<file path="src/rtl/dual_port_mem_arbiter.sv">
// Two-requester round-robin front end for a single pipelined memory port.
// Reads that hit an in-flight write are held off until that write has committed.
module dual_port_mem_arbiter #(
    parameter int WIDTH         = 8,
    parameter int ADDR_WIDTH    = 5,
    parameter int WRITE_LATENCY = 4,
    parameter int READ_LATENCY  = 5
) (
    input  logic                    i_clk,
    input  logic                    i_rst_n,
    input  logic [1:0]              i_req_vld,
    input  logic [1:0]              i_req_we,
    input  logic [2*ADDR_WIDTH-1:0] i_req_addr,
    input  logic [2*WIDTH-1:0]      i_req_din,
    output logic [1:0]              o_req_rdy,
    output logic [1:0]              o_rsp_vld,
    output logic [2*WIDTH-1:0]      o_rsp_dout,
    output logic                    o_mem_en,
    output logic                    o_mem_we,
    output logic [ADDR_WIDTH-1:0]   o_mem_addr,
    output logic [WIDTH-1:0]        o_mem_din,
    input  logic [WIDTH-1:0]        i_mem_dout
);

    logic [1:0]            blk;
    logic [1:0]            elig;
    logic [1:0]            gnt;
    logic                  acc;
    logic                  gsel;
    logic                  sel_we;
    logic [ADDR_WIDTH-1:0] sel_addr;
    logic [WIDTH-1:0]      sel_din;
    logic                  prio_q, prio_d;

    logic [WRITE_LATENCY-1:0] wr_v_q;
    logic [ADDR_WIDTH-1:0]    wr_a_q [WRITE_LATENCY];
    logic [READ_LATENCY:0]    rd_v_q;
    logic [READ_LATENCY:0]    rd_id_q;

    logic                  mem_en_q, mem_we_q;
    logic [ADDR_WIDTH-1:0] mem_addr_q;
    logic [WIDTH-1:0]      mem_din_q;
    logic [1:0]            rsp_vld_q;
    logic [2*WIDTH-1:0]    rsp_dout_q;

    // A write is never blocked; a read waits while its address is in the write window.
    always_comb begin
        blk = '0;
        for (int i = 0; i < 2; i++) begin
            for (int k = 0; k < WRITE_LATENCY; k++) begin
                if (wr_v_q[k] && (wr_a_q[k] == i_req_addr[i*ADDR_WIDTH +: ADDR_WIDTH])) begin
                    blk[i] = 1'b1;
                end
            end
        end
        elig = i_req_vld & (i_req_we | ~blk);
    end

    always_comb begin
        gnt = '0;
        if (i_rst_n) begin
            if (elig[prio_q]) begin
                gnt[prio_q] = 1'b1;
            end else if (elig[~prio_q]) begin
                gnt[~prio_q] = 1'b1;
            end
        end
    end

    assign acc      = |gnt;
    assign gsel     = gnt[1];
    assign sel_we   = i_req_we[gsel];
    assign sel_addr = gsel ? i_req_addr[2*ADDR_WIDTH-1:ADDR_WIDTH] : i_req_addr[ADDR_WIDTH-1:0];
    assign sel_din  = gsel ? i_req_din[2*WIDTH-1:WIDTH] : i_req_din[WIDTH-1:0];
    assign prio_d   = acc ? ~gsel : prio_q;

    always_ff @(posedge i_clk or negedge i_rst_n) begin
        if (!i_rst_n) begin
            prio_q     <= 1'b0;
            wr_v_q     <= '0;
            for (int k = 0; k < WRITE_LATENCY; k++) begin
                wr_a_q[k] <= '0;
            end
            rd_v_q     <= '0;
            rd_id_q    <= '0;
            mem_en_q   <= 1'b0;
            mem_we_q   <= 1'b0;
            mem_addr_q <= '0;
            mem_din_q  <= '0;
            rsp_vld_q  <= '0;
            rsp_dout_q <= '0;
        end else begin
            prio_q   <= prio_d;
            mem_en_q <= acc;
            mem_we_q <= acc & sel_we;
            if (acc) begin
                mem_addr_q <= sel_addr;
                mem_din_q  <= sel_din;
            end

            wr_v_q[0] <= acc & sel_we;
            wr_a_q[0] <= sel_addr;
            for (int k = 1; k < WRITE_LATENCY; k++) begin
                wr_v_q[k] <= wr_v_q[k-1];
                wr_a_q[k] <= wr_a_q[k-1];
            end

            rd_v_q  <= {rd_v_q[READ_LATENCY-1:0], acc & ~sel_we};
            rd_id_q <= {rd_id_q[READ_LATENCY-1:0], gsel};

            // Last tracker stage lines up with the cycle i_mem_dout is valid.
            rsp_vld_q <= '0;
            if (rd_v_q[READ_LATENCY]) begin
                if (rd_id_q[READ_LATENCY]) begin
                    rsp_vld_q[1]                <= 1'b1;
                    rsp_dout_q[2*WIDTH-1:WIDTH] <= i_mem_dout;
                end else begin
                    rsp_vld_q[0]          <= 1'b1;
                    rsp_dout_q[WIDTH-1:0] <= i_mem_dout;
                end
            end
        end
    end

    assign o_req_rdy  = gnt;
    assign o_rsp_vld  = rsp_vld_q;
    assign o_rsp_dout = rsp_dout_q;
    assign o_mem_en   = mem_en_q;
    assign o_mem_we   = mem_we_q;
    assign o_mem_addr = mem_addr_q;
    assign o_mem_din  = mem_din_q;

endmodule

</file>
<file path="config.mk">
export PLATFORM = sky130hd
export DESIGN_NAME = dual_port_mem_arbiter
export DESIGN_NICKNAME = d
export VERILOG_FILES = /design/src/rtl/dual_port_mem_arbiter.sv
export SDC_FILE = /design/constraint.sdc
export NUM_CORES = 1
export LEC_CHECK = 0
export ABC_AREA = 1
export CORE_ASPECT_RATIO = 0.8
export CORE_MARGIN = 5
export CORE_UTILIZATION = 50
export DETAILED_ROUTE_END_ITERATION = 7
export PLACE_DENSITY_LB_ADDON = 0.3
export SYNTH_ARGS = -nofsm -noshare
export SYNTH_HDL_FRONTEND = slang
export SYNTH_SLANG_ARGS = --single-unit
export TNS_END_PERCENT = 5
</file>
<file path="constraint.sdc">
create_clock -name i_clk -period 2 [get_ports i_clk]
set_input_delay 0.3 -clock i_clk [delete_from_list [all_inputs] [get_ports i_clk]]
set_output_delay 0.3 -clock i_clk [all_outputs]
set_load 0.005 [all_outputs]
</file>
Word-level counts from Yosys, hierarchy flattened
Index checks and enable logic that the tools add are counted.
{"block": "totals", "regBits": 70, "output_inout_bits": 35, "in_bits": 40}
{"block": "op_classes", "n_reduce_logical": 13, "n_eq_ne": 8, "order_cmp": 5, "n_mux": 26, "n_bitwise": 9}
{"cell": "equality test 5 bit", "n": 8}
{"cell": "2-to-1 mux 1 bit", "n": 18}
{"cell": "logical AND 1 bit", "n": 10}
{"cell": "2-to-1 mux 2 bit", "n": 4}
{"cell": "2-to-1 mux 8 bit", "n": 1}
{"cell": "< comparator 1 x 2 -> 1 bit (second input constant)", "n": 3}
{"cell": "2-to-1 mux 5 bit", "n": 1}
{"cell": "NOT 1 bit", "n": 4}
{"cell": "AND reduction 2 bit", "n": 2}
{"cell": "bitwise AND 1 bit", "n": 2}
{"cell": "bitwise AND 2 bit", "n": 1}
{"cell": "demux 1 bit (select 1 bit)", "n": 2}
{"cell": "greater-or-equal comparator 1 bit (second input constant)", "n": 2}
{"cell": "NOT 2 bit", "n": 1}
{"cell": "OR 2 bit", "n": 1}
{"cell": "OR reduction 2 bit", "n": 1}

Logic depth before layout (Yosys ltp)
Gate-level depths: netlist of the first run.
{"block": "logic_depth", "word_depth": 18, "ltp_mapped": 14, "depth_no_buf": 13}

Least setup slack after synthesis of the first run
No wires, ideal clock.
{"block": "synth_path", "path_kind": "reg2out", "startpoint": "register wr_a_q[16] in the netlist's numbering", "endpoint": "output port o_req_rdy[1]", "slack_ns": 0.274, "arrival_ns": 1.426, "path_buffers": 1, "path_stages_with_launch": 13, "path_cell_list": "dfrtp_1 > inv_1 > nand2_1 > o21ai_0 > nor2_1 > nand3_1 > nand2_1 > o21ai_4 > nand2_4 > nor2_8 > nand2_4 > buf_6 > inv_1"}
{"block": "synth_between", "elab_chain_len": 14, "word_cells_on_any_way": 22}
{"element": "start: declaration", "line_no": "36", "rtl": "logic [ADDR_WIDTH-1:0] wr_a_q [WRITE_LATENCY];"}
{"element": "start signal: indexed assignment", "line_no": "105", "rtl": "wr_a_q[k] <= wr_a_q[k-1];"}
{"element": "equality test 5 bit", "line_no": "51", "rtl": "if (wr_v_q[k] && (wr_a_q[k] == i_req_addr[i*ADDR_WIDTH +: ADDR_WIDTH])) begin"}
{"element": "logical AND 1 bit", "line_no": "51"}
{"element": "2-to-1 mux 1 bit (4 in series)", "line_no": "51"}
{"element": "NOT 2 bit (*)", "line_no": "56", "rtl": "elig = i_req_vld & (i_req_we | ~blk);"}
{"element": "OR 2 bit (*)", "line_no": "56"}
{"element": "bitwise AND 2 bit (*)", "line_no": "56"}
{"element": "2-to-1 mux 1 bit (not written as such) (2 in series)", "line_no": "64", "rtl": "end else if (elig[~prio_q]) begin"}
{"element": "2-to-1 mux 2 bit", "line_no": "64"}
{"element": "2-to-1 mux 2 bit (*)", "line_no": "62", "rtl": "if (elig[prio_q]) begin"}
{"element": "2-to-1 mux 2 bit (*)", "line_no": "61", "rtl": "if (i_rst_n) begin"}
{"element": "end: declaration", "line_no": "15", "rtl": "output logic [1:0] o_req_rdy,"}
Every way passes the cells marked *; elsewhere a longest branch is shown, timed or not. The select of a mux whose other input is x is not followed.

Worst setup path in the final report of the first run
{"block": "layout_path", "startpoint": "register wr_a_q[13] in the netlist's numbering", "endpoint": "output port o_req_rdy[0]"}
{"block": "layout_between", "elab_chain_len": 13, "word_cells_on_any_way": 20}
{"element": "equality test 5 bit", "line_no": "51"}
{"element": "logical AND 1 bit", "line_no": "51"}
{"element": "2-to-1 mux 1 bit (3 in series)", "line_no": "51"}
{"element": "NOT 2 bit (*)", "line_no": "56"}
{"element": "OR 2 bit (*)", "line_no": "56"}
{"element": "bitwise AND 2 bit (*)", "line_no": "56"}
{"element": "2-to-1 mux 1 bit (not written as such) (2 in series)", "line_no": "64"}
{"element": "2-to-1 mux 2 bit", "line_no": "64"}
{"element": "2-to-1 mux 2 bit (*)", "line_no": "62"}
{"element": "2-to-1 mux 2 bit (*)", "line_no": "61"}
Marks and branches as above.

==> results.json, run 1 <==
{
  "dieArea_mm2": 0.008353,
  "required_ps": 1700,
  "final_common_cell": "nand2_1",
  "grt_max_degree": 49,
  "ant_nets": 0,
  "p_leak_nw": 2.396,
  "vias": 2902,
  "r2r_end": "o_mem_addr[0]",
  "yosysWarnings": 0,
  "cts_buffers": 9,
  "ys_types": 27,
  "yosysTopAreaCellShare_pct": 52.19,
  "drc": 0,
  "seq_area_frac_synth_pct": 52.19,
  "track_usage_pct": 21.91,
  "ir_drop_uv": 467.9,
  "cp_max_fo": 5,
  "fin_skew_ps": 10.07,
  "place_hpwl_um": 6384,
  "nNetsFinal": 553,
  "grt_pass1_vias": 2872,
  "num_antenna_cells": 0,
  "dp_slack_ps": -631.4,
  "rsz0062_at_grt": "true",
  "grt_pass1_wl_um": 14010,
  "die_y_um": 82.76,
  "syn_inst": 392,
  "viasPerCell": 4.821,
  "slew_viol_final": 0,
  "tns_ps": -238.8,
  "r2r-start": "wr_a_q[9]",
  "tightest_slew_ps": 596.4,
  "drive_gt1_share_pct": 24.52,
  "status": "finished, violations left",
  "dr.pass1.iters": 5,
  "yosysTopAreaCell": "dfrtp_1",
  "routabilityCongestion": 0.9362,
  "hp-class": "in2async",
  "fmax_mhz": 469.2,
  "totalWireLength_um": 8737,
  "violations": "setup timing",
  "overflow": 0,
  "cts_buffer_depth": 2,
  "drtIter0Drc": 146,
  "r2r_cells": 11,
  "start_util_pct": 51.62,
  "cts_tree": "built",
  "io_buffer_count": 74,
  "crit_type": "reg2out",
  "antenna_found_initial": 0,
  "design_power_total_mw": 3.883,
  "pin_count": 75,
  "holdWs_ps": 302.8,
  "die_w_um": 100.9,
  "rows": 26,
  "fp.coreArea_mm2": 0.006409,
  "start_kind": "register",
  "synth_area_leaders": "dfrtp_1 52%, nand2_1 14%, inv_1 4.9%, nor2_1 4.5%, nand3b_1 3.6%",
  "setup_slack_ps": -131.4,
  "synth_seq_cells": 69,
  "pwr_density_cell_mw_per_mm2": 829.4,
  "final_util_pct": 73.06,
  "avgRoutedWirePerCell_um": 14.51,
  "hold_viol_final": 0,
  "r2r_setup_slack_ps": 30,
  "cts_root_buf": "clkbuf_8",
  "maxCapViolations": 0,
  "area_growth_pct": 41.53,
  "mostFrequentLayoutCells": "117 x nand2_1, 68 x dfrtp_1, 61 x clkdlybuf4s50_1",
  "crit_arrival_ps": 1830,
  "h-tree-depth": 3,
  "period_share_pct": 106.6,
  "min_period_ps": 2131,
  "clock_latency_ps": 340,
  "syn_area_mm2": 0.003308,
  "clock_sinks": 69,
  "postSynthAreaPerCell_um2": 8.439,
  "setup_violations": 2,
  "max-slew-margin-rel_pct": 60.24,
  "endpoint_kind": "output pin",
  "synth_nets": 432,
  "path_clk_slew_ps": 70
}
==> report_power, final <==
| group | total, mW | leakage (nW) | internal (mW) | switching [mW] |
|---|---|---|---|---|
| Clock | 1.12 | 0.0996 | 0.580 | 0.542 |
| Combinational | 1.01 | 1.46 | 0.557 | 0.456 |
| Sequential | 1.75 | 0.834 | 1.61 | 0.141 |
| Total | 3.88 | 2.40 | 2.74 | 1.14 |
==> logic make-up after synthesis <==
logic type | after synthesis | share of synthesized area, %
buffers and inverters | 58 | 7.564
and+or+nand+nor | 229 | 33.25
AOI/OAI and AO/OA | 32 | 5.938
xor gates and xnor gates | 4 | 1.059
DFF | 69 | 52.19
==> state kept, by name (all words and copies together) (netlist names) <==
signal and count:
o_mem_en 1, wr_v_q 4, prio_q 1, rd_id_q 6, wr_a_q 20, o_rsp_vld 2
rd_v_q 6, o_rsp_dout 16, o_mem_addr 5, o_mem_din 8
==> through the flow <==
stage               std cells  cell area, um2
detailed placement        575            4344
global route              602            4682
CTS                       598            4592
floorplan                 392            3308
global placement          575            4344
finish                    602            4682
==> worst max-delay path by stage <==
stage	cells past startpoint	slack, ps	end	from
after floorplan	12	270	o_req_rdy[1]	wr_a_q[16]
after global placement	11	-620	o_req_rdy[0]	i_req_addr[0]
after detailed placement	11	-630	o_req_rdy[0]	i_req_addr[0]
after CTS	12	-120	o_req_rdy[0]	wr_a_q[9]
after global routing	12	-280	o_req_rdy[0]	wr_a_q[14]
final	11	-130	o_req_rdy[0]	wr_a_q[13]
==> critical path, cell delays in order (launching register included) <==
cell	delay (ps)
dfrtp_2	450
nand2_2	80
nand2_1	60
nor2_2	150
nand3_2	100
nand2_2	100
o21ai_4	80
buf_6	120
nand3_2	40
nand4_1	130
inv_1	70
buf_2	100
==> final cells by class <==
cell class                      instances  area, um2
Sequential cell                        69       1728
Fill cell                             496       1727
Multi-Input combinational cell        265       1384
Timing Repair Buffer                  116       1065
Inverter                               52      202.7
Clock buffer                            9      123.9
Tap cell                               84      105.1
Clock inverter                          7      73.82
==> synthesized netlist by cell type, drive strengths merged <==
master  instances
buf             4
nand2         133
o21ai          30
dfrtp          69
inv            52
xor2            4
nand4           1
nand3          23
and2            5
a21oi           1
nand3b         16
clkbuf          2
nor2           51
o21bai          1
==> layer usage <==
| layer | GRT usage, % | vias up | routed length [um] |
|---|---|---|---|
| li1 | - | 1447 | - |
| met1 | 31.41 | 1355 | 4105 |
| met2 | 33.11 | 92 | 3928 |
| met3 | 5.458 | 8 | 648 |
| met4 | 6.375 | 0 | 56 |
| met5 | 0 | - | 0 |
==> repair_timing <==
action	4_1_cts	5_1_grt
buffers inserted	6	4
pin swaps	11	8
gates cloned	0	0
hold buffers	1	0
setup endpoints to repair	16	21
resized for setup	27	27
endpoints found under the hold margin	1	0
Power figures use the tool's default switching activity.
==> inputs of run 2 (changes only) <==
CORE_ASPECT_RATIO = not set   (was 0.8)
RECOVER_POWER = 50   (was not set)
TNS_END_PERCENT = 20   (was 5)
==> results.json, run 2 (synthesis results as in run 1) <==
{
  "fmax_mhz": 463.5,
  "status": "finished, violations left",
  "p_int_mw": 2.862,
  "clock_sinks": 69,
  "r2r_end": "o_mem_addr[0]",
  "cp_max_fo": 3,
  "crit_arrival_ps": 1860,
  "place_hpwl_um": 6173,
  "num_antenna_cells": 0,
  "routabilityCongestion": 0.9294,
  "tightest_slew_ps": 824.7,
  "grt_pass1_vias": 3040,
  "fillCellCount": 509,
  "hold_viol_final": 0,
  "pin_count": 75,
  "slew_viol_final": 0,
  "place_inst": 566,
  "cts_tree": "built",
  "h-tree-depth": 3,
  "dr.pass1.iters": 4,
  "maxCapViolations": 0,
  "drc": 0,
  "cts_root_buf": "clkbuf_8",
  "nNetsFinal": 551,
  "p_sw_share_pct": 28.86,
  "required_ps": 1700,
  "crit_chain": "inv_2 -> nand2_1 -> nand2_1 -> nor2_1 -> nand3_1 -> nand2_2 -> o21ai_4 -> buf_12 -> nand2_8 -> nor2_8 -> nand2_4 -> inv_2 -> buf_6",
  "regMostFlops": "wr_a_q",
  "cts_buffer_depth": 2,
  "power.switching_mw": 1.161,
  "drtIter0Drc": 169,
  "rsz0062_at_grt": "true",
  "hp-class": "in2async",
  "pwr_density_cell_mw_per_mm2": 860.7,
  "p_seq_share_pct": 43.2,
  "tns_ps": -210.9,
  "grt_pass1_wl_um": 14450,
  "totalWireLength_um": 8481,
  "r2r_setup_slack_ps": 30,
  "largest_reg_flops": 20,
  "rows": 29,
  "holdWs_ps": 338.8,
  "start_kind": "register",
  "p_leak_nw": 2.405,
  "path_clk_slew_ps": 80,
  "crit_type": "reg2out",
  "r2r_cells": 14,
  "fp.coreArea_mm2": 0.006386,
  "track_usage_pct": 21.49,
  "setup_slack_ps": -157.7,
  "multi_input_area_mm2": 0.001371,
  "final_util_pct": 73.20,
  "comb_power_share_pct": 24.5,
  "max_stage_delay_ps": 440,
  "endpoint_kind": "output pin",
  "start_util_pct": 51.80,
  "avgRoutedWirePerCell_um": 14.30,
  "fin_skew_ps": 7.390,
  "max-slew-margin-rel_pct": 45.02,
  "fin_area_mm2": 0.004674,
  "ant_nets": 0,
  "setup_violations": 2,
  "die_w_um": 91.34,
  "viasPerCell": 5.007,
  "final_cells": 593,
  "clock_latency_ps": 340,
  "overflow": 0,
  "area_growth_pct": 41.30,
  "die_y_um": 91.34,
  "dp_slack_ps": -626.6,
  "r2r-start": "wr_a_q[2]",
  "slowest_stage": "dfrtp_1",
  "violations": "setup timing",
  "final_common_cell": "nand2_1",
  "grt_max_degree": 67,
  "crit_start": "wr_a_q[2]",
  "period_share_pct": 107.9,
  "drive_gt1_share_pct": 22.87,
  "min_period_ps": 2158,
  "dpl_cell_area_mm2": 0.004320,
  "ir_drop_uv": 593.8,
  "mostFrequentLayoutCells": "117 x nand2_1, 67 x dfrtp_1, 53 x clkdlybuf4s50_1",
  "vias": 2969,
  "clkPwrFrac_pct": 32.3,
  "dieArea_mm2": 0.008343,
  "seq_area_mm2": 0.001729,
  "io_buffer_count": 74,
  "cts_buffers": 9,
  "design_power_total_mw": 4.023,
  "antenna_found_initial": 0
}
## run 2: cell types whose count changed in the layout (fill, tap and decap cells not counted), moves of 3 or more
cell / change
nor2_2: -6
buf_4: -6
dlygate4sd3_1: +8
inv_6: +3
clkdlybuf4s50_1: -8
nor2_1: +6
clkbuf_4: +3
## run 2: worst max path at each step
stage / to / slack [ps] / cells past startpoint
3_3_place_gp: o_req_rdy[1] / -620 / 13
5_1_grt: o_req_rdy[1] / -280 / 13
3_5_place_dp: o_req_rdy[1] / -630 / 13
4_1_cts: o_req_rdy[1] / -160 / 13
6_report: o_req_rdy[1] / -160 / 13
2_1_floorplan: o_req_rdy[1] / 270 / 12
## run 2: routing by layer
| layer | GRT usage, % | vias to the layer above | part of all wire, % |
|---|---|---|---|
| li1 | - | 1456 | - |
| met1 | 30.75 | 1392 | 45 |
| met2 | 32.63 | 115 | 47 |
| met3 | 5.537 | 6 | 7.4 |
| met4 | 5.623 | 0 | 0.68 |
| met5 | 0 | - | 0 |
## run 2: repair_timing
| item | in CTS | in global routing |
|---|---|---|
| hold buffers | 1 | 0 |
| pin swaps | 9 | 10 |
| endpoints found under the setup margin | 3 | 22 |
| buffers inserted | 7 | 6 |
| hold endpoints to repair | 3 | 0 |
| cloned | 0 | 0 |
| gates resized for setup | 33 | 14 |
## run 2: worst max-delay path, delay by kind of cell, from the launching register on
kind                   cells  cell delay, ps
AO/OA/AOI/OAI              1             190
buffers and inverters      4             360
flip-flops                 1             440
AND/OR/NAND/NOR            8             540
## run 2: area by class of cell
| type | count | area share, % |
|---|---|---|
| clock buffer | 9 | 2.650 |
| clock inverter | 7 | 2.222 |
| inverter | 52 | 4.283 |
| multi-input combinational | 265 | 29.34 |
| sequential | 69 | 36.99 |
| tap | 77 | 2.061 |
| timing repair buffer | 114 | 22.46 |
## run 2: power by group through the flow
stage / sequential (mW) / clock (mW) / combinational [mW]
6_report: 1.74 / 1.30 / 0.985
5_1_grt: 1.77 / 1.41 / 1.10
4_1_cts: 1.74 / 1.33 / 0.998
3_5_place_dp: 1.76 / 0 / 0.974
3_3_place_gp: 1.75 / 0 / 0.955
2_1_floorplan: 1.75 / 0 / 0.387
==> inputs of run 3 (changes only) <==
CORE_UTILIZATION = 54   (was 50)
clock period = 2.65 ns   (was 2 ns; I/O delays follow)
==> results.json, run 3 (synthesis results as in run 1) <==
{
  "die_y_um": 88.27,
  "final_util_pct": 75.61,
  "avgRoutedWirePerCell_um": 14.75,
  "cts_tree": "built",
  "mostFrequentLayoutCells": "121 x nand2_1, 69 x dfrtp_1, 51 x clkdlybuf4s50_1",
  "h-tree-depth": 3,
  "final_cells": 579,
  "crit_type": "in2out",
  "fillCellCount": 456,
  "required_ps": 2250,
  "comb_power_share_pct": 24.5,
  "power.switching_mw": 0.8501,
  "grt_pass1_vias": 3038,
  "regMostFlops": "wr_a_q",
  "p_sw_share_pct": 29.54,
  "ant_nets": 0,
  "track_usage_pct": 23.54,
  "num_antenna_cells": 0,
  "crit_top_cell": "inv_1",
  "antenna_found_initial": 0,
  "p_int_mw": 2.028,
  "dr.pass1.iters": 5,
  "pwr_density_cell_mw_per_mm2": 639.1,
  "crit_start": "i_rst_n",
  "cp_max_fo": 6,
  "drtIter0Drc": 254,
  "status": "finished clean",
  "viasPerCell": 5.150,
  "max_stage_delay_ps": 520,
  "design_power_total_mw": 2.878,
  "start_kind": "primary input",
  "fin_area_mm2": 0.004503,
  "place_hpwl_um": 6172,
  "vias": 2982,
  "rsz0062_at_grt": "false",
  "rows": 28,
  "top_layer": "met4",
  "drive_gt1_share_pct": 18.25,
  "r2r-start": "wr_a_q[4]",
  "cts_root_buf": "clkbuf_8",
  "start_util_pct": 55.55,
  "clkPwrFrac_pct": 29.9,
  "dieArea_mm2": 0.007792,
  "holdWs_ps": 351.3,
  "totalWireLength_um": 8542,
  "max-slew-margin-rel_pct": 39.23,
  "maxCapViolations": 0,
  "path_clk_slew_ps": 80,
  "fin_skew_ps": 11.26,
  "wl_met2_um": 4013,
  "overflow": 0,
  "hp-class": "reg2reg",
  "wl_met3_um": 798,
  "slowest_stage": "dlygate4sd3_1",
  "die_w_um": 88.27,
  "routabilityCongestion": 0.9525,
  "cts_buffer_depth": 2,
  "ir_drop_uv": 464.7,
  "clock_sinks": 69,
  "p_seq_share_pct": 45.6,
  "tightest_slew_ps": 911.5,
  "cp_num_buf_inv": 5,
  "min_period_ps": 2506,
  "cts_buffers": 9,
  "crit_chain": "dlygate4sd3_1 -> clkbuf_1 -> inv_1 -> nor2_8 -> nand2_4 -> inv_1 -> dlygate4sd2_1",
  "fp.coreArea_mm2": 0.005956,
  "grt_pass1_wl_um": 13940,
  "p_leak_nw": 2.366,
  "setup_violations": 0,
  "period_share_pct": 94.56,
  "pin_count": 75,
  "io_buffer_count": 74,
  "dpl_cell_area_mm2": 0.004245,
  "fmax_mhz": 399.1,
  "hp-start": "rd_v_q[3]",
  "wl_met1_um": 3502,
  "slew_viol_final": 0,
  "place_inst": 556,
  "final_common_cell": "nand2_1",
  "crit_arrival_ps": 2110,
  "crit_family": "buffers and inverters",
  "endpoint_kind": "output pin",
  "hold_viol_final": 0,
  "grt_max_degree": 69,
  "largest_reg_flops": 20,
  "area_growth_pct": 36.12,
  "nNetsFinal": 539,
  "clock_latency_ps": 350,
  "drc": 0
}
==> run 3: power groups by stage <==
stage / combinational [mW] / sequential [mW] / clock [mW]
after CTS: 0.715 / 1.31 / 0.872
after global placement: 0.689 / 1.33 / 0
after global routing: 0.781 / 1.34 / 0.929
after floorplan: 0.292 / 1.32 / 0
after detailed placement: 0.712 / 1.33 / 0
final: 0.705 / 1.31 / 0.859
==> run 3: stage by stage <==
| step | setup slack [ps] | setup TNS [ps] |
|---|---|---|
| finish | 144.1 | 0 |
| global route | 64.97 | 0 |
| CTS | -60.60 | -60.60 |
| detailed placement | -256.9 | -450.3 |
| global placement | -228.3 | -417.1 |
| floorplan | 791.8 | 0 |
==> run 3: per-layer routing <==
metal / vias to the layer above / global-route usage, %
met2: 153 / 37.39
met1: 1388 / 30.16
met5: - / 0
met4: 0 / 9.753
met3: 23 / 7.169
li1: 1418 / -
==> run 3: repair_timing <==
item | in CTS | in global routing
endpoints found under the hold margin | 1 | 0
hold buffers | 1 | 0
pin swaps | 1 | 6
resized for setup | 10 | 15
buffers inserted | 1 | 5
setup endpoints to repair | 2 | 2
==> run 3: path summary, 6_finish.rpt <==
path,endpoint,slack [ps],depth (start not counted)
worst max-delay path,o_req_rdy[1],140,7
worst min-delay path,rd_v_q[4],350,0
worst max register to register,o_mem_din[4],670,14
worst min register to register,rd_v_q[4],350,0
max in group asynchronous,wr_a_q[8],760,3
min in group asynchronous,prio_q,550,2
==> run 3: area by class of cell <==
class | instances | area (um2) | area share (%)
Clock inverter | 7 | 73.82 | 1.639
Tap cell | 75 | 93.84 | 2.084
Multi-Input combinational cell | 265 | 1346 | 29.90
Clock buffer | 9 | 123.9 | 2.751
Inverter | 52 | 197.7 | 4.390
Sequential cell | 69 | 1727 | 38.34
Timing Repair Buffer | 102 | 940.9 | 20.89
